**src/rtl/pwm_multi.sv**
```systemverilog
// pwm_multi: multi-channel PWM generator. All channels share one N-bit period
// counter; each has its own duty compare. Duty and period are double-buffered
// (shadow -> active) and only change at a period boundary, so outputs never glitch.
// Optional center-aligned counting is compiled in when PWM_CENTER_EN is defined;
// without it the mode input is ignored and the counter is always edge-aligned.
module pwm_multi #(
  parameter int N        = 8,
  parameter int CHANNELS = 4,
  parameter int AW       = $clog2(CHANNELS + 1)
) (
  input  logic                clk,
  input  logic                rst,
  input  logic                ena,
  input  logic                step,
  input  logic                mode,
  input  logic                cfg_wr,
  input  logic [AW-1:0]       cfg_addr,
  input  logic [N-1:0]        cfg_data,
  output logic [CHANNELS-1:0] out,
  output logic                period_end,
  output logic                committed
);

  localparam logic [N-1:0]  MAX_VAL     = '1;
  localparam logic [AW-1:0] PERIOD_ADDR = AW'(CHANNELS);

  logic [N-1:0]        cnt_q, cnt_d;
  logic [N-1:0]        period_sh_q, period_sh_d;
  logic [N-1:0]        period_act_q, period_act_d;
  logic                dirty_q, dirty_d;
  logic [CHANNELS-1:0] out_q, out_d;
  logic                period_end_q, period_end_d;
  logic                committed_q, committed_d;
  logic                boundary;
  logic                commit;

  // A boundary with pending shadow writes copies every shadow to active at once
  assign commit       = boundary & dirty_q;
  assign period_end_d = boundary;
  assign committed_d  = commit;

`ifdef PWM_CENTER_EN
  localparam logic DIR_UP   = 1'b0;
  localparam logic DIR_DOWN = 1'b1;

  logic         dir_q, dir_d;
  logic [N-1:0] period_next;

  // Period that will be in force after this clock (new one if committing now)
  assign period_next = commit ? period_sh_q : period_act_q;
`else
  logic unused_mode;
  assign unused_mode = mode;
`endif

  // Counter next state: advances only on ena & step, flags period boundaries
  always_comb begin
    cnt_d    = cnt_q;
    boundary = 1'b0;
`ifdef PWM_CENTER_EN
    dir_d    = dir_q;
`endif
    if (ena && step) begin
`ifdef PWM_CENTER_EN
      if (mode) begin
        if (dir_q == DIR_UP) begin
          if (period_act_q == '0) begin
            // Degenerate period: counter parks at 0 and every step is a boundary
            cnt_d    = '0;
            boundary = 1'b1;
          end else if (cnt_q == period_act_q) begin
            dir_d = DIR_DOWN;
            cnt_d = cnt_q - N'(1);
          end else begin
            cnt_d = cnt_q + N'(1);
          end
        end else begin
          if (cnt_q == '0) begin
            // Bottom of the triangle closes the period; restart upward with
            // whatever period takes effect here
            boundary = 1'b1;
            dir_d    = DIR_UP;
            cnt_d    = (period_next == '0) ? '0 : N'(1);
          end else begin
            cnt_d = cnt_q - N'(1);
          end
        end
      end else begin
`else
      begin
`endif
        if (cnt_q == period_act_q) begin
          cnt_d    = '0;
          boundary = 1'b1;
`ifdef PWM_CENTER_EN
          dir_d    = DIR_UP;
`endif
        end else begin
          cnt_d = cnt_q + N'(1);
        end
      end
    end
  end

  // Period shadow/active and the dirty flag; a write landing on a boundary
  // stays in shadow and keeps dirty set for the following boundary
  always_comb begin
    period_sh_d  = period_sh_q;
    period_act_d = period_act_q;
    dirty_d      = dirty_q;
    if (commit) begin
      period_act_d = period_sh_q;
      dirty_d      = 1'b0;
    end
    if (cfg_wr && (cfg_addr == PERIOD_ADDR)) begin
      period_sh_d = cfg_data;
    end
    if (cfg_wr && (cfg_addr <= PERIOD_ADDR)) begin
      dirty_d = 1'b1;
    end
  end

  genvar gi;
  generate
    for (gi = 0; gi < CHANNELS; gi++) begin : g_chan
      logic [N-1:0] duty_sh_q, duty_sh_d;
      logic [N-1:0] duty_act_q, duty_act_d;
      logic         wr_hit;

      assign wr_hit = cfg_wr && (cfg_addr == AW'(gi));

      // Shadow takes writes; active picks up the pre-write shadow on commit
      always_comb begin
        duty_sh_d  = wr_hit ? cfg_data : duty_sh_q;
        duty_act_d = commit ? duty_sh_q : duty_act_q;
      end

      // Per-channel duty registers
      always_ff @(posedge clk) begin
        if (rst) begin
          duty_sh_q  <= '0;
          duty_act_q <= '0;
        end else begin
          duty_sh_q  <= duty_sh_d;
          duty_act_q <= duty_act_d;
        end
      end

      // Compare: duty above the period or all-ones saturates the output high
      assign out_d[gi] = ena & ((cnt_q < duty_act_q) |
                                (duty_act_q > period_act_q) |
                                (duty_act_q == MAX_VAL));
    end
  endgenerate

  // Shared state and registered outputs
  always_ff @(posedge clk) begin
    if (rst) begin
      cnt_q        <= '0;
      period_sh_q  <= MAX_VAL;
      period_act_q <= MAX_VAL;
      dirty_q      <= 1'b0;
      out_q        <= '0;
      period_end_q <= 1'b0;
      committed_q  <= 1'b0;
    end else begin
      cnt_q        <= cnt_d;
      period_sh_q  <= period_sh_d;
      period_act_q <= period_act_d;
      dirty_q      <= dirty_d;
      out_q        <= out_d;
      period_end_q <= period_end_d;
      committed_q  <= committed_d;
    end
  end

`ifdef PWM_CENTER_EN
  // Count direction for center-aligned mode
  always_ff @(posedge clk) begin
    if (rst) begin
      dir_q <= DIR_UP;
    end else begin
      dir_q <= dir_d;
    end
  end
`endif

  assign out        = out_q;
  assign period_end = period_end_q;
  assign committed  = committed_q;

endmodule
```
**config.mk**
```make
export PLATFORM = sky130hd
export DESIGN_NAME = pwm_multi
export DESIGN_NICKNAME = d
export VERILOG_FILES = /design/src/rtl/pwm_multi.sv
export SDC_FILE = /design/constraint.sdc
export NUM_CORES = 1
export LEC_CHECK = 0
export ABC_CLOCK_PERIOD_IN_PS = 3200
export CORE_MARGIN = 2
export CORE_UTILIZATION = 65
export CTS_CLUSTER_SIZE = 40
export DETAILED_ROUTE_END_ITERATION = 10
export PLACE_DENSITY = 0.9
export SLEW_MARGIN = 20
export SYNTH_ARGS = -nofsm -noshare
export SYNTH_HDL_FRONTEND = slang
export SYNTH_SLANG_ARGS = --single-unit
```
**constraint.sdc**
```tcl
create_clock -name clk -period 3.2 [get_ports clk]
set_clock_uncertainty 0.15 [all_clocks]
set_input_delay 0.48 -clock clk [delete_from_list [all_inputs] [get_ports clk]]
set_output_delay 0.48 -clock clk [all_outputs]
set_load 0.02 [all_outputs]
```
==> results_dict.tcl, run 1 <==
set metrics [dict create \
    rows 31 \
    worst_hold_slack_ps 217.1 \
    syn_area_sq_um 4955 \
    yosysSeqAreaShare_pct 38.38 \
    tightestPinTransition_ps 849.2 \
    async_flop_share_pct 0 \
    fin_tns_setup_ps 0 \
    dieArea_sq_um 8338 \
    crit_type "reg -> reg" \
    first_global_vias 4044 \
    grt_overflow 0 \
    layout-drive-gt1-share_pct 3.802 \
    grtUsageTotal_pct 29.91 \
    fin_nets 678 \
    syn-num-nets 667 \
    cts_setup_buffers 0 \
    p_leak_nw 2.420 \
    syn_to_final_growth_pct 9.444 \
    num_antenna_cells 0 \
    clock-sinks 95 \
    cts_max_path_buffers 2 \
    globalplace.congestion 0.9873 \
    synth-main-ff-cell "dfxtp_1" \
    grt_max_degree 90 \
    numCtsBuffers 9 \
    max-vdd-ir-drop_mv 0.2788 \
    fp.dieH_microns 91.31 \
    cts-root-buf "clkbuf_8" \
    rsz0062_at_grt "false" \
    status "completed" \
    postSynthCellCount 589 \
    antenna_found_initial 0 \
    top_usage_layer "met2" \
    met2_usage_pct 47.90 \
    cts_tree "built" \
    yosysWarnings 0 \
    clk_latency_ps 370 \
    hold_viol 0 \
    drtIter0Drc 424 \
    drv_cap 0 \
    finalCriticalPeriod_ps 2403 \
    path_clk_slew_ps 100 \
    wl_per_cell_microns 17.45 \
    synth.top_cell.area_share_pct 38.38 \
    synthTopCellsByArea "dfxtp_1 (38%), ha_1 (15%), nand2_1 (7.2%), mux2i_1 (6.7%), a21oi_1 (6.1%)" \
    start_util_pct 67.59 \
    cts_resized 0 \
    arrival_ps 2460 \
    gr-usage-met3_pct 5.726 \
    post-dp-hpwl_microns 8628 \
    fmax_mhz 416.1 \
    endpoint_kind "flop" \
    yosys-top-cells-count "dfxtp_1 (95), nand2_1 (95), nor2_1 (63), ha_1 (61), a21oi_1 (60)" \
    synth.distinct_cells 34 \
    avgSynthCellArea_sq_um 8.412 \
    ys_ff_latch 95 \
    synth_top_area_cell "dfxtp_1" \
    core_area_sq_um 7331 \
    io_buffers 21 \
    start_kind "flop" \
    dr.pass1.iters 5 \
    max_slew_margin_pct 43.39 \
    drt.antenna.violating_nets 0 \
    min-delay-path-class "in -> reg" \
    place_inst 688 \
    fin_cells 704 \
    critPathRequiredTime_ps 3260 \
    grt_util_met1_pct 39.11 \
    hold_buffers 0 \
    fin_crit_sh_pct 75.10 \
    die_w_microns 91.31 \
    setup_viol 0 \
    drt-vias-per-instance 6.179 \
    nFillCells 509 \
    critPathMaxFanout 8 \
    drc_errors 0 \
    vias 4350 \
    slew_viol_final 0 \
    htreeDepth 3 \
    power_density_nw_per_um2 398.7 \
    synth_edf_count 0 \
    grt_pass1_wl_microns 19620 \
    ios 23 \
    postRouteWirelength_microns 12290 \
]
[final cells by class]
| type | count | area (sq um) | area share (%) |
|---|---|---|---|
| sequential | 95 | 1902 | 35.07 |
| tap | 99 | 123.9 | 2.284 |
| inverter | 40 | 150.1 | 2.769 |
| timing repair buffer | 24 | 240.2 | 4.430 |
| clock buffer | 9 | 123.9 | 2.284 |
| clock inverter | 7 | 86.33 | 1.592 |
| multi-input combinational | 430 | 2796 | 51.57 |
[flip-flops by register name, summed over array words and instances, names as in the netlist]
signal             count
g_chan.duty_act_q     32
g_chan.duty_sh_q      32
cnt_q                  8
period_act_q           8
period_sh_q            8
out                    4
committed              1
dirty_q                1
period_end             1
[through the flow]
step	total power (W)	util, %	setup slack (ps)	instance area (sq um)
after floorplan	0.001294	-	1340	4955
after global placement	0.001337	71.10	748.6	5213
after detailed placement	0.001342	71.10	687.9	5213
after CTS	0.002160	73.97	962.8	5423
after global routing	0.002225	73.97	796.2	5423
final	0.002162	73.97	796.8	5423
[logic make-up after synthesis]
kind of cell / count (synthesis) / synth area share (%)
xor+xnor: 15 / 2.651
compound gates: 96 / 11.11
flops: 95 / 38.38
buf+inv: 64 / 5.278
fa+ha+maj: 61 / 15.40
mux: 33 / 6.667
simple gates: 225 / 20.51
[placed cells by master, fill, tap and decap left out, types with 5 or more instances in the layout]
cell / instances
a211oi_1: 6
nand3b_1: 9
inv_1: 40
nor2_1: 63
nand2_1: 95
xnor2_1: 5
clkbuf_8: 9
mux2i_1: 33
xor2_1: 10
clkdlybuf4s50_1: 20
a21oi_1: 60
nor3_1: 9
ha_1: 61
nand2b_1: 5
nor2b_1: 6
nand4_1: 21
o21ai_0: 12
dfxtp_1: 95
[worst paths after layout]
kind | from | end | slack (ps) | cells past startpoint
worst max-delay path | cnt_q[5]$_SDFFE_PP0P_ | out[2]$_SDFF_PP0_ | 800 | 6
worst min-delay path | rst | g_chan[1].duty_act_q[4]$_SDFFE_PP0P_ | 220 | 2
worst max register to register | cnt_q[5]$_SDFFE_PP0P_ | out[2]$_SDFF_PP0_ | 800 | 6
worst min register to register | g_chan[0].duty_sh_q[6]$_SDFFE_PP0P_ | g_chan[0].duty_sh_q[6]$_SDFFE_PP0P_ | 310 | 2
[where the power goes]
part / total (W) / switching, W / internal (W)
clock network: 0.000844 / 0.000466 / 0.000378
logic: 0.000107 / 0.0000657 / 0.0000412
registers: 0.00121 / 0.0000140 / 0.00120
[worst max-delay path, cell delays in order, from the launching register on]
cell	delay, ps
dfxtp_1	610
ha_1	330
a21oi_1	160
nor2_1	60
a2111oi_0	490
o21ai_0	220
o311ai_0	220
[layer usage]
metal  part of all wire (%)  vias up
met2                     46      214
met3                    7.4       41
met4                    3.4        0
met5                      0        -
li1                       -     2045
met1                     43     2050
Note: power is estimated with default switching activity, not from simulation.
==> run 2, diff against run 1 <==
--- a/config.mk
+++ b/config.mk
@@ -5,12 +5,12 @@
 export SDC_FILE = /design/constraint.sdc
 export NUM_CORES = 1
 export LEC_CHECK = 0
-export ABC_CLOCK_PERIOD_IN_PS = 3200
+export ABC_CLOCK_PERIOD_IN_PS = 2000
 export CORE_MARGIN = 2
-export CORE_UTILIZATION = 65
+export CORE_UTILIZATION = 55
 export CTS_CLUSTER_SIZE = 40
 export DETAILED_ROUTE_END_ITERATION = 10
-export PLACE_DENSITY = 0.9
+export PLACE_DENSITY = 0.82
 export SLEW_MARGIN = 20
 export SYNTH_ARGS = -nofsm -noshare
 export SYNTH_HDL_FRONTEND = slang
==> constraint.sdc (replaced) <==
create_clock -name clk -period 2 [get_ports clk]
set_clock_uncertainty 0.15 [all_clocks]
set_input_delay 0.3 -clock clk [delete_from_list [all_inputs] [get_ports clk]]
set_output_delay 0.3 -clock clk [all_outputs]
set_load 0.02 [all_outputs]
==> run 2 against run 1 <==
Sequential power up 60%. Non-clock buffer count up 25. Maximum frequency up 28%. Routed wire length down 3.0%. Via count down 1.9%. Global-route usage down 4.3 points. Final area up 4.1%. Critical endpoint is now g_chan[3].duty_act_q[2]$_SDFFE_PP0P_. Largest cell class unchanged.
==> results_dict.tcl, run 2 (synthesis results as in run 1) <==
set metrics [dict create \
    fin_crit_sh_pct 94.22 \
    numCtsBuffers 9 \
    critPathRequiredTime_ps 2100 \
    layout-drive-gt1-share_pct 8.254 \
    drt-vias-per-instance 5.780 \
    path_clk_slew_ps 100 \
    fmax_mhz 530.7 \
    fin_cells 738 \
    grt_max_degree 53 \
    globalplace.congestion 0.8589 \
    antenna_found_initial 0 \
    cp_top_family "simple AND/OR/NAND/NOR gates" \
    dieArea_sq_um 9784 \
    postRouteWirelength_microns 11920 \
    finalWorstSetupSlack_ps 115.6 \
    max_slew_margin_pct 65.83 \
    dr.pass1.iters 5 \
    endpoint_kind "flop" \
    num_antenna_cells 0 \
    final_common_cell "nand2_1" \
    slew_viol_final 0 \
    grtUsageTotal_pct 25.62 \
    max-vdd-ir-drop_mv 0.4121 \
    fp.dieH_microns 98.92 \
    top_regs "g_chan.duty_act_q: 32 flops, g_chan.duty_sh_q: 32 flops" \
    arrival_ps 1980 \
    r2r_cells 6 \
    pre_cts_ws_ps -109.1 \
    finalCriticalPeriod_ps 1884 \
    critPathMaxFanout 48 \
    htreeDepth 3 \
    fin_nets 703 \
    internal-power_w 0.002645 \
    worst_hold_slack_ps 307.7 \
    cts_setup_buffers 0 \
    hold_buffers 0 \
    nFillCells 714 \
    drv_cap 0 \
    wl_per_cell_microns 16.15 \
    worstPathCellList "xor2_1, nor4_2, nand3_2, buf_12, mux2i_1, nor2_1" \
    crit_type "reg -> reg" \
    io_buffers 21 \
    hold_viol 0 \
    min-delay-path-class "reg -> reg" \
    status "completed" \
    power_density_nw_per_um2 625.9 \
    die_w_microns 98.92 \
    tightestPinTransition_ps 512.6 \
    cp-startpoint "cnt_q[3]$_SDFFE_PP0P_" \
    r2r_setup_slack_ps 120 \
    rows 34 \
    p_comb_share_pct 5.4 \
    r2r_end "g_chan[3].duty_act_q[2]$_SDFFE_PP0P_" \
    clk_latency_ps 370 \
    grt_util_met1_pct 33.32 \
    layout_common_cells "nand2_1 (95), dfxtp_1 (91), nor2_1 (63), ha_1 (61), a21oi_1 (60)" \
    drt.antenna.violating_nets 0 \
    post-dp-hpwl_microns 9056 \
    core_area_sq_um 8721 \
    worst-path-stages 6 \
    cts_max_path_buffers 2 \
    first_global_vias 4200 \
    fin_area_sq_um 5643 \
    place_inst 722 \
    fin_util_pct 64.71 \
    grt_pass1_wl_microns 20090 \
    p_sw_w 0.0008862 \
    setup_viol 0 \
    drtIter0Drc 234 \
    clock-sinks 95 \
    drc_errors 0 \
    start_util_pct 56.81 \
    pwr-share-clk_pct 39.8 \
    path_buf_inv 1 \
    sequentialPowerShare_pct 54.8 \
    slowest_delay_ps 460 \
    met2_usage_pct 42.98 \
    ios 23 \
    r2r_start "cnt_q[3]$_SDFFE_PP0P_" \
    start_kind "flop" \
    swShare_pct 25.09 \
    cts-root-buf "clkbuf_8" \
    p_leak_nw 2.560 \
    grt_overflow 0 \
    vias 4266 \
    endpoint "g_chan[3].duty_act_q[2]$_SDFFE_PP0P_" \
    cts_tree "built" \
    syn_to_final_growth_pct 13.89 \
    gr-usage-met3_pct 3.475 \
    post_dp_cell_area_sq_um 5411 \
    top_usage_layer "met2" \
    cp_slowest_cell "dfxtp_1" \
]
[run 2: power by group through the flow]
stage	registers (W)	logic (W)	clock network, W
final	0.00194	0.000191	0.00140
after global routing	0.00194	0.000208	0.00148
after CTS	0.00194	0.000188	0.00141
after detailed placement	0.00198	0.000187	0
after global placement	0.00198	0.000180	0
after floorplan	0.00197	0.0000998	0
[run 2: timing repair]
item / in CTS / in global routing
hold endpoints to repair: 0 / 0
resized for setup: 0 / 6
endpoints found under the setup margin: 0 / 23
[run 2: worst min-delay path by stage]
stage                                         from                             endpoint  slack, ps  depth (start not counted)
6_report       g_chan[1].duty_sh_q[0]$_SDFFE_PP0P_  g_chan[1].duty_sh_q[0]$_SDFFE_PP0P_        310                          2
5_1_grt        g_chan[1].duty_sh_q[0]$_SDFFE_PP0P_  g_chan[1].duty_sh_q[0]$_SDFFE_PP0P_        330                          2
4_1_cts        g_chan[1].duty_sh_q[0]$_SDFFE_PP0P_  g_chan[1].duty_sh_q[0]$_SDFFE_PP0P_        310                          2
3_5_place_dp   g_chan[1].duty_sh_q[0]$_SDFFE_PP0P_  g_chan[1].duty_sh_q[0]$_SDFFE_PP0P_        300                          2
3_3_place_gp   g_chan[2].duty_sh_q[2]$_SDFFE_PP0P_  g_chan[2].duty_sh_q[2]$_SDFFE_PP0P_        290                          2
2_1_floorplan                          cfg_data[3]          period_sh_q[3]$_SDFFE_PP1P_        270                          2
[run 2: area by class of cell]
class                           count  area (sq um)  area share, %
Multi-Input combinational cell    430          2799          49.60
Sequential cell                    95          1907          33.79
Timing Repair Buffer               49         427.9          7.583
Inverter                           40         150.1          2.661
Clock buffer                       10         137.6          2.439
Tap cell                          108         135.1          2.395
Clock inverter                      6         86.33          1.530
[run 2: worst min-delay path: stages, from the launching register on]
cell and delay [ps]:
dfxtp_1 320, nand2_1 50, a21oi_1 50
[run 2: through the flow]
stage | TNS (ps) | power (W)
after global routing | -6.063 | 0.003630
final | 0 | 0.003532
after floorplan | 0 | 0.002070
after detailed placement | -2429 | 0.002167
after CTS | 0 | 0.003531
after global placement | -1485 | 0.002158
[run 2: routing by layer]
| metal | up-vias | part of all wire, % |
|---|---|---|
| met5 | - | 0 |
| met4 | 0 | 2.3 |
| met3 | 30 | 4.2 |
| met2 | 116 | 48 |
| met1 | 2019 | 45 |
| li1 | 2101 | - |
